File: config.mk
export PLATFORM = sky130hd
export DESIGN_NAME = rv32_fetch_stage_flat
export DESIGN_NICKNAME = d
export VERILOG_FILES = /design/src/rtl/rv32_fetch_stage_if.sv /design/src/rtl/rv32_fetch_stage.sv /design/src/flat_wrapper.sv
export SDC_FILE = /design/constraint.sdc
export NUM_CORES = 1
export LEC_CHECK = 0
export CORE_UTILIZATION = 35
export CTS_CLUSTER_SIZE = 20
export DETAILED_ROUTE_END_ITERATION = 16
export PLACE_DENSITY = 0.65
export SYNTH_ARGS = -nofsm -noshare
export SYNTH_HDL_FRONTEND = slang
export SYNTH_SLANG_ARGS = --single-unit
File: constraint.sdc
create_clock -name clk -period 5.1 [get_ports clk]
set_clock_uncertainty 0.2 [all_clocks]
set_input_delay 0.51 -clock clk [delete_from_list [all_inputs] [get_ports clk]]
set_output_delay 0.51 -clock clk [all_outputs]
set_load 0.02 [all_outputs]
File: src/rtl/rv32_fetch_stage_if.sv
// Decode-side handshake of the RV32IF fetch stage: buffer head {pc, instr} with valid/ready.
// The master modport is the fetch stage; the slave modport is decode.
interface rv32_fetch_stage_if;
    logic        id_valid;
    logic        id_ready;
    logic [31:0] id_instr;
    logic [31:0] id_pc;

    modport master (
        output id_valid,
        output id_instr,
        output id_pc,
        input  id_ready
    );

    modport slave (
        input  id_valid,
        input  id_instr,
        input  id_pc,
        output id_ready
    );
endinterface

File: src/rtl/rv32_fetch_stage.sv
// RV32IF fetch stage: owns the PC, reads instruction memory and queues {pc, instr} in a 2-entry buffer.
// Optional FETCH_MISALIGN_CHK_EN: a misaligned redirect raises a sticky misalign_fault instead of being aligned.
module rv32_fetch_stage #(
    parameter logic [31:0] RESET_PC   = 32'h0000_0000,
    parameter int unsigned IMEM_BYTES = 100
) (
    input  logic               clk,
    input  logic               reset,
    output logic [31:0]        imem_pc,
    input  logic [31:0]        imem_instr,
    input  logic               redirect_valid,
    input  logic [31:0]        redirect_pc,
    rv32_fetch_stage_if.master id_bus,
    output logic               fetch_end,
    output logic               misalign_fault
);
    // Widened to 33 bits so a PC near 2^32 cannot wrap back into range.
    localparam logic [32:0] LAST_FETCH = 33'(IMEM_BYTES) - 33'd4;

    logic [31:0] pc_q;
    logic [1:0]  count_q;
    logic        rd_ptr_q;
    logic        wr_ptr_q;
    logic [31:0] buf_pc_q    [2];
    logic [31:0] buf_instr_q [2];

    logic        in_range;
    logic        head_valid;
    logic        pop;
    logic        push;
    logic        fault_q;
    logic [31:0] redirect_target;

    assign in_range   = ({1'b0, pc_q} <= LAST_FETCH);
    assign head_valid = !reset && (count_q != 2'd0);
    assign pop        = head_valid && id_bus.id_ready;

`ifdef FETCH_MISALIGN_CHK_EN
    logic redirect_bad;

    assign redirect_bad    = redirect_valid && (redirect_pc[1:0] != 2'b00);
    assign redirect_target = redirect_bad ? pc_q : redirect_pc;

    // Sticky until reset; blocks further fetching once set.
    always_ff @(posedge clk) begin
        if (reset) begin
            fault_q <= 1'b0;
        end else if (redirect_bad) begin
            fault_q <= 1'b1;
        end
    end
`else
    assign redirect_target = redirect_pc & 32'hFFFF_FFFC;
    assign fault_q         = 1'b0;
`endif

    assign push = !reset && !redirect_valid && in_range && !fault_q &&
                  ((count_q != 2'd2) || pop);

    // PC, pointers and occupancy; redirect flushes and discards any same-cycle pop.
    always_ff @(posedge clk) begin
        if (reset) begin
            pc_q     <= RESET_PC;
            count_q  <= 2'd0;
            rd_ptr_q <= 1'b0;
            wr_ptr_q <= 1'b0;
        end else if (redirect_valid) begin
            pc_q     <= redirect_target;
            count_q  <= 2'd0;
            rd_ptr_q <= 1'b0;
            wr_ptr_q <= 1'b0;
        end else begin
            if (push) begin
                pc_q     <= pc_q + 32'd4;
                wr_ptr_q <= ~wr_ptr_q;
            end
            if (pop) begin
                rd_ptr_q <= ~rd_ptr_q;
            end
            case ({push, pop})
                2'b10:   count_q <= count_q + 2'd1;
                2'b01:   count_q <= count_q - 2'd1;
                default: count_q <= count_q;
            endcase
        end
    end

    // Entry storage needs no reset: it is only observed when count_q says it is valid.
    always_ff @(posedge clk) begin
        if (push) begin
            buf_pc_q[wr_ptr_q]    <= pc_q;
            buf_instr_q[wr_ptr_q] <= imem_instr;
        end
    end

    assign imem_pc         = pc_q;
    assign fetch_end       = !reset && !in_range;
    assign misalign_fault  = fault_q;

    assign id_bus.id_valid = head_valid;
    assign id_bus.id_pc    = head_valid ? buf_pc_q[rd_ptr_q]    : 32'h0;
    assign id_bus.id_instr = head_valid ? buf_instr_q[rd_ptr_q] : 32'h0;
endmodule

File: src/flat_wrapper.sv
// flat-port wrapper written by rule: the top's interface ports become plain ports
module rv32_fetch_stage_flat 
#(
    parameter logic [31:0] RESET_PC   = 32'h0000_0000,
    parameter int unsigned IMEM_BYTES = 100
)
  (clk, reset, imem_pc, imem_instr, redirect_valid, redirect_pc, fetch_end, misalign_fault, id_bus_id_valid, id_bus_id_instr, id_bus_id_pc, id_bus_id_ready);
  rv32_fetch_stage_if id_bus_i ();
  input  logic clk;
  input  logic reset;
  output logic [31:0] imem_pc;
  input  logic [31:0] imem_instr;
  input  logic redirect_valid;
  input  logic [31:0] redirect_pc;
  output logic fetch_end;
  output logic misalign_fault;
  output wire logic [$bits(id_bus_i.id_valid)-1:0] id_bus_id_valid;
  output wire logic [$bits(id_bus_i.id_instr)-1:0] id_bus_id_instr;
  output wire logic [$bits(id_bus_i.id_pc)-1:0] id_bus_id_pc;
  input wire logic [$bits(id_bus_i.id_ready)-1:0] id_bus_id_ready;
  assign id_bus_id_valid = id_bus_i.id_valid;
  assign id_bus_id_instr = id_bus_i.id_instr;
  assign id_bus_id_pc = id_bus_i.id_pc;
  assign id_bus_i.id_ready = id_bus_id_ready;
  rv32_fetch_stage #(.RESET_PC(RESET_PC), .IMEM_BYTES(IMEM_BYTES)) u_core (.clk(clk), .reset(reset), .imem_pc(imem_pc), .imem_instr(imem_instr), .redirect_valid(redirect_valid), .redirect_pc(redirect_pc), .id_bus(id_bus_i), .fetch_end(fetch_end), .misalign_fault(misalign_fault));
endmodule
==> flow_summary.toml <==
[status]
status = "complete, no violations"

[setup_path]
crit_arrival_ns = 3.05
r2r-start = "u_core.imem_pc[30]$_SDFFE_PP0P_"
max_stage_delay_ns = 0.56
worst_setup_path_start_kind = "input pin"
path_cells = "clkdlybuf4s50_1 -> buf_4 -> inv_1 -> o21ai_4 -> buf_4 -> nor2_1 -> clkdlybuf4s50_1"
r2r_cells = 4
cp_slowest_cell = "clkdlybuf4s50_1"
cp_top_family = "buffers and inverters"
path_buf_inv = 5
endpoint = "id_bus_id_pc[13]"
r2r_end = "u_core.buf_instr_q[1][7]$_DFFE_PP_"
cp.depth = 7
path_max_fanout = 41
crit_type = "input pin to primary output"
r2r_slack_ns = 2.09
cp.required_ns = 4.39
crit_start = "reset"
critPathCaptureType = "primary output"

[synthesis]
synth_seq_cells = 159
synth_top_flop_cell = "edfxtp_1"
syn_inst = 427
synth.area.top_cells = "edfxtp_1, mux2i_1, dfxtp_1"
synth.most_common_cell = "edfxtp_1"
synth.largest_area_cell = "edfxtp_1"
yosys_warnings = 0
avgSynthCellArea_um2 = 14.5
synth_edf_count = 124
seq_area_frac_synth = 0.713
yosys.area.top_type_share = 0.600
synthArstFlopShare = 0
syn_area_um2 = 6200
yosys-top-cells-count = "edfxtp_1, nor2_1, mux2i_1"
ys_types = 36

[global_route]
gr-total-overflow = 0
grt_usage = 0.156
grt_max_degree = 63
antenna_found_initial = 1
grt_pass1_vias = 3999
grt_pass1_wl_um = 21100

[floorplan]
ios = 167
die_h_um = 135
rows = 48
start_util = 0.359
die-width_um = 135
dieArea_um2 = 18300
core_um2 = 17300

[detailed_routing]
drt_drc_violations_left = 0
routed_wl_um = 13500
drtIter0Drc = 184
num_vias = 3907
ant_nets = 0
detail_route.wl_per_cell_um = 16.3
routed_via_density = 4.72
drtPass1Iterations = 4

[timing]
period_share = 0.738
hold_viol_final = 0
finalMaxSlewViolations = 0
fin_tns_setup_ns = 0
worstMarginPinSlew_ns = 1.13
rsz0062_at_grt = "false"
relSlewSlack = 0.247
min_period_ns = 3.76
setup_violations = 0
max_freq_mhz = 266

[clocking]
htree_levels = 4
cts_tree = "done"
cts_num_sinks = 159
cts_resized = 0
clk_latency_ns = 0.42
holdBufCountCts = 0
cts_buffer_depth = 2
cts-root-buf = "clkbuf_16"
cts_buffers = 17
clk_pin_slew_worst_paths_ns = 0.06
cts_setup_buffers = 0

[flow_run]
cap_violations = 0

[cells_and_area]
nets = 658
area.growth.synth_to_final_pct = 38.8
final_layout_size_suffix_gt1_frac = 0.0799
postLayoutCoreUtil = 0.498

[power_and_ir_drop]
ir_drop_mv = 0.222
p_per_area_nw_per_um2 = 329
leakage_nw = 2.86

[placed_design]
io_buffer_count = 159
gp_congestion = 0.776
dpl.hpwl_um = 8610

[hold_path]
hold_path.class = "flip-flop to flip-flop"
## layer usage
| layer | GRT usage | wire (um) | part of all wire | vias to the layer above |
|---|---|---|---|---|
| li1 | - | - | - | 1869 |
| met1 | 0.186 | 5680 | 0.42 | 1895 |
| met2 | 0.255 | 6670 | 0.50 | 129 |
| met3 | 0.0580 | 864 | 0.064 | 14 |
| met4 | 0.0630 | 244 | 0.018 | 0 |
| met5 | 0 | 0 | 0 | - |
## sequential cells by signal (all words and copies together) (netlist names), named ones only
name and count:
u_core.wr_ptr_q 1, u_core.buf_pc_q 60, u_core.count_q 2, u_core.imem_pc 30, u_core.rd_ptr_q 1, u_core.buf_instr_q 64
## worst min-delay path by stage
stage	slack [ns]	end	from	depth (start not counted)
after floorplan	0.28	flip-flop	u_core.rd_ptr_q$_SDFFE_PP0P_	2
after global placement	0.28	flip-flop	u_core.rd_ptr_q$_SDFFE_PP0P_	2
after detailed placement	0.30	flip-flop	u_core.rd_ptr_q$_SDFFE_PP0P_	2
after CTS	0.31	flip-flop	u_core.rd_ptr_q$_SDFFE_PP0P_	2
after global routing	0.34	u_core.buf_pc_q[1][14]$_DFFE_PP_	u_core.imem_pc[14]$_SDFFE_PP0P_	0
final	0.31	flip-flop	u_core.rd_ptr_q$_SDFFE_PP0P_	2
## cells in the final DEF (no fill, tap or decap), types with 3 or more instances in the layout
| cell type | n |
|---|---|
| nand2_1 | 4 |
| mux2i_1 | 89 |
| dfxtp_1 | 34 |
| clkbuf_16 | 17 |
| nand3_1 | 3 |
| clkdlybuf4s50_1 | 158 |
| edfxtp_1 | 124 |
| conb_1 | 5 |
| o21ai_0 | 4 |
| a21oi_1 | 7 |
| inv_6 | 3 |
| nor2_1 | 97 |
| nor4_2 | 5 |
| buf_4 | 4 |
| inv_1 | 6 |
| clkinv_1 | 3 |
## report_power, final
group / switching (W) / internal (W)
sequential: 0.0000235 / 0.00141
clock: 0.000503 / 0.000732
combinational: 0.0000736 / 0.0000926
## metrics by stage
stage,hold WS (ns),instance area (um^2),worst slack (ns),total power (W),std cells
floorplan,0.280,6220,0.198,0.00153,431
global placement,0.281,8030,1.35,0.00163,794
detailed placement,0.305,8030,1.24,0.00163,794
CTS,0.314,8610,1.24,0.00287,826
global route,0.335,8610,1.14,0.00294,827
finish,0.313,8610,1.34,0.00284,827
## cell families (layout without fill, tap and decap cells)
logic type,Yosys count,in the layout,share of synthesized area
flops,159,159,0.713
simple gates,123,123,0.0916
mux,89,89,0.144
buf+inv,31,201,0.0222
compound gates,20,20,0.0220
fa+ha+maj,2,2,0.00403
xor+xnor,2,2,0.00282
other cells,1,6,0.000605
## worst reg2reg max path, delay by kind of cell, from the launching register on
family / cells / cell delay, ns
simple gates: 3 / 1.77
flops: 1 / 0.37
compound gates: 1 / 0.26
## final cells by class
cell class | instances | area (um^2)
clock buffers | 18 | 439
diodes | 1 | 2.50
clock inverters | 14 | 140
multi-input cells | 241 | 1680
repair buffers | 163 | 1620
flip-flops and latches | 159 | 4430
well taps | 225 | 282
inverters | 6 | 22.5
fillers | 1499 | 8690
Note: power is estimated with default switching activity, not from simulation.
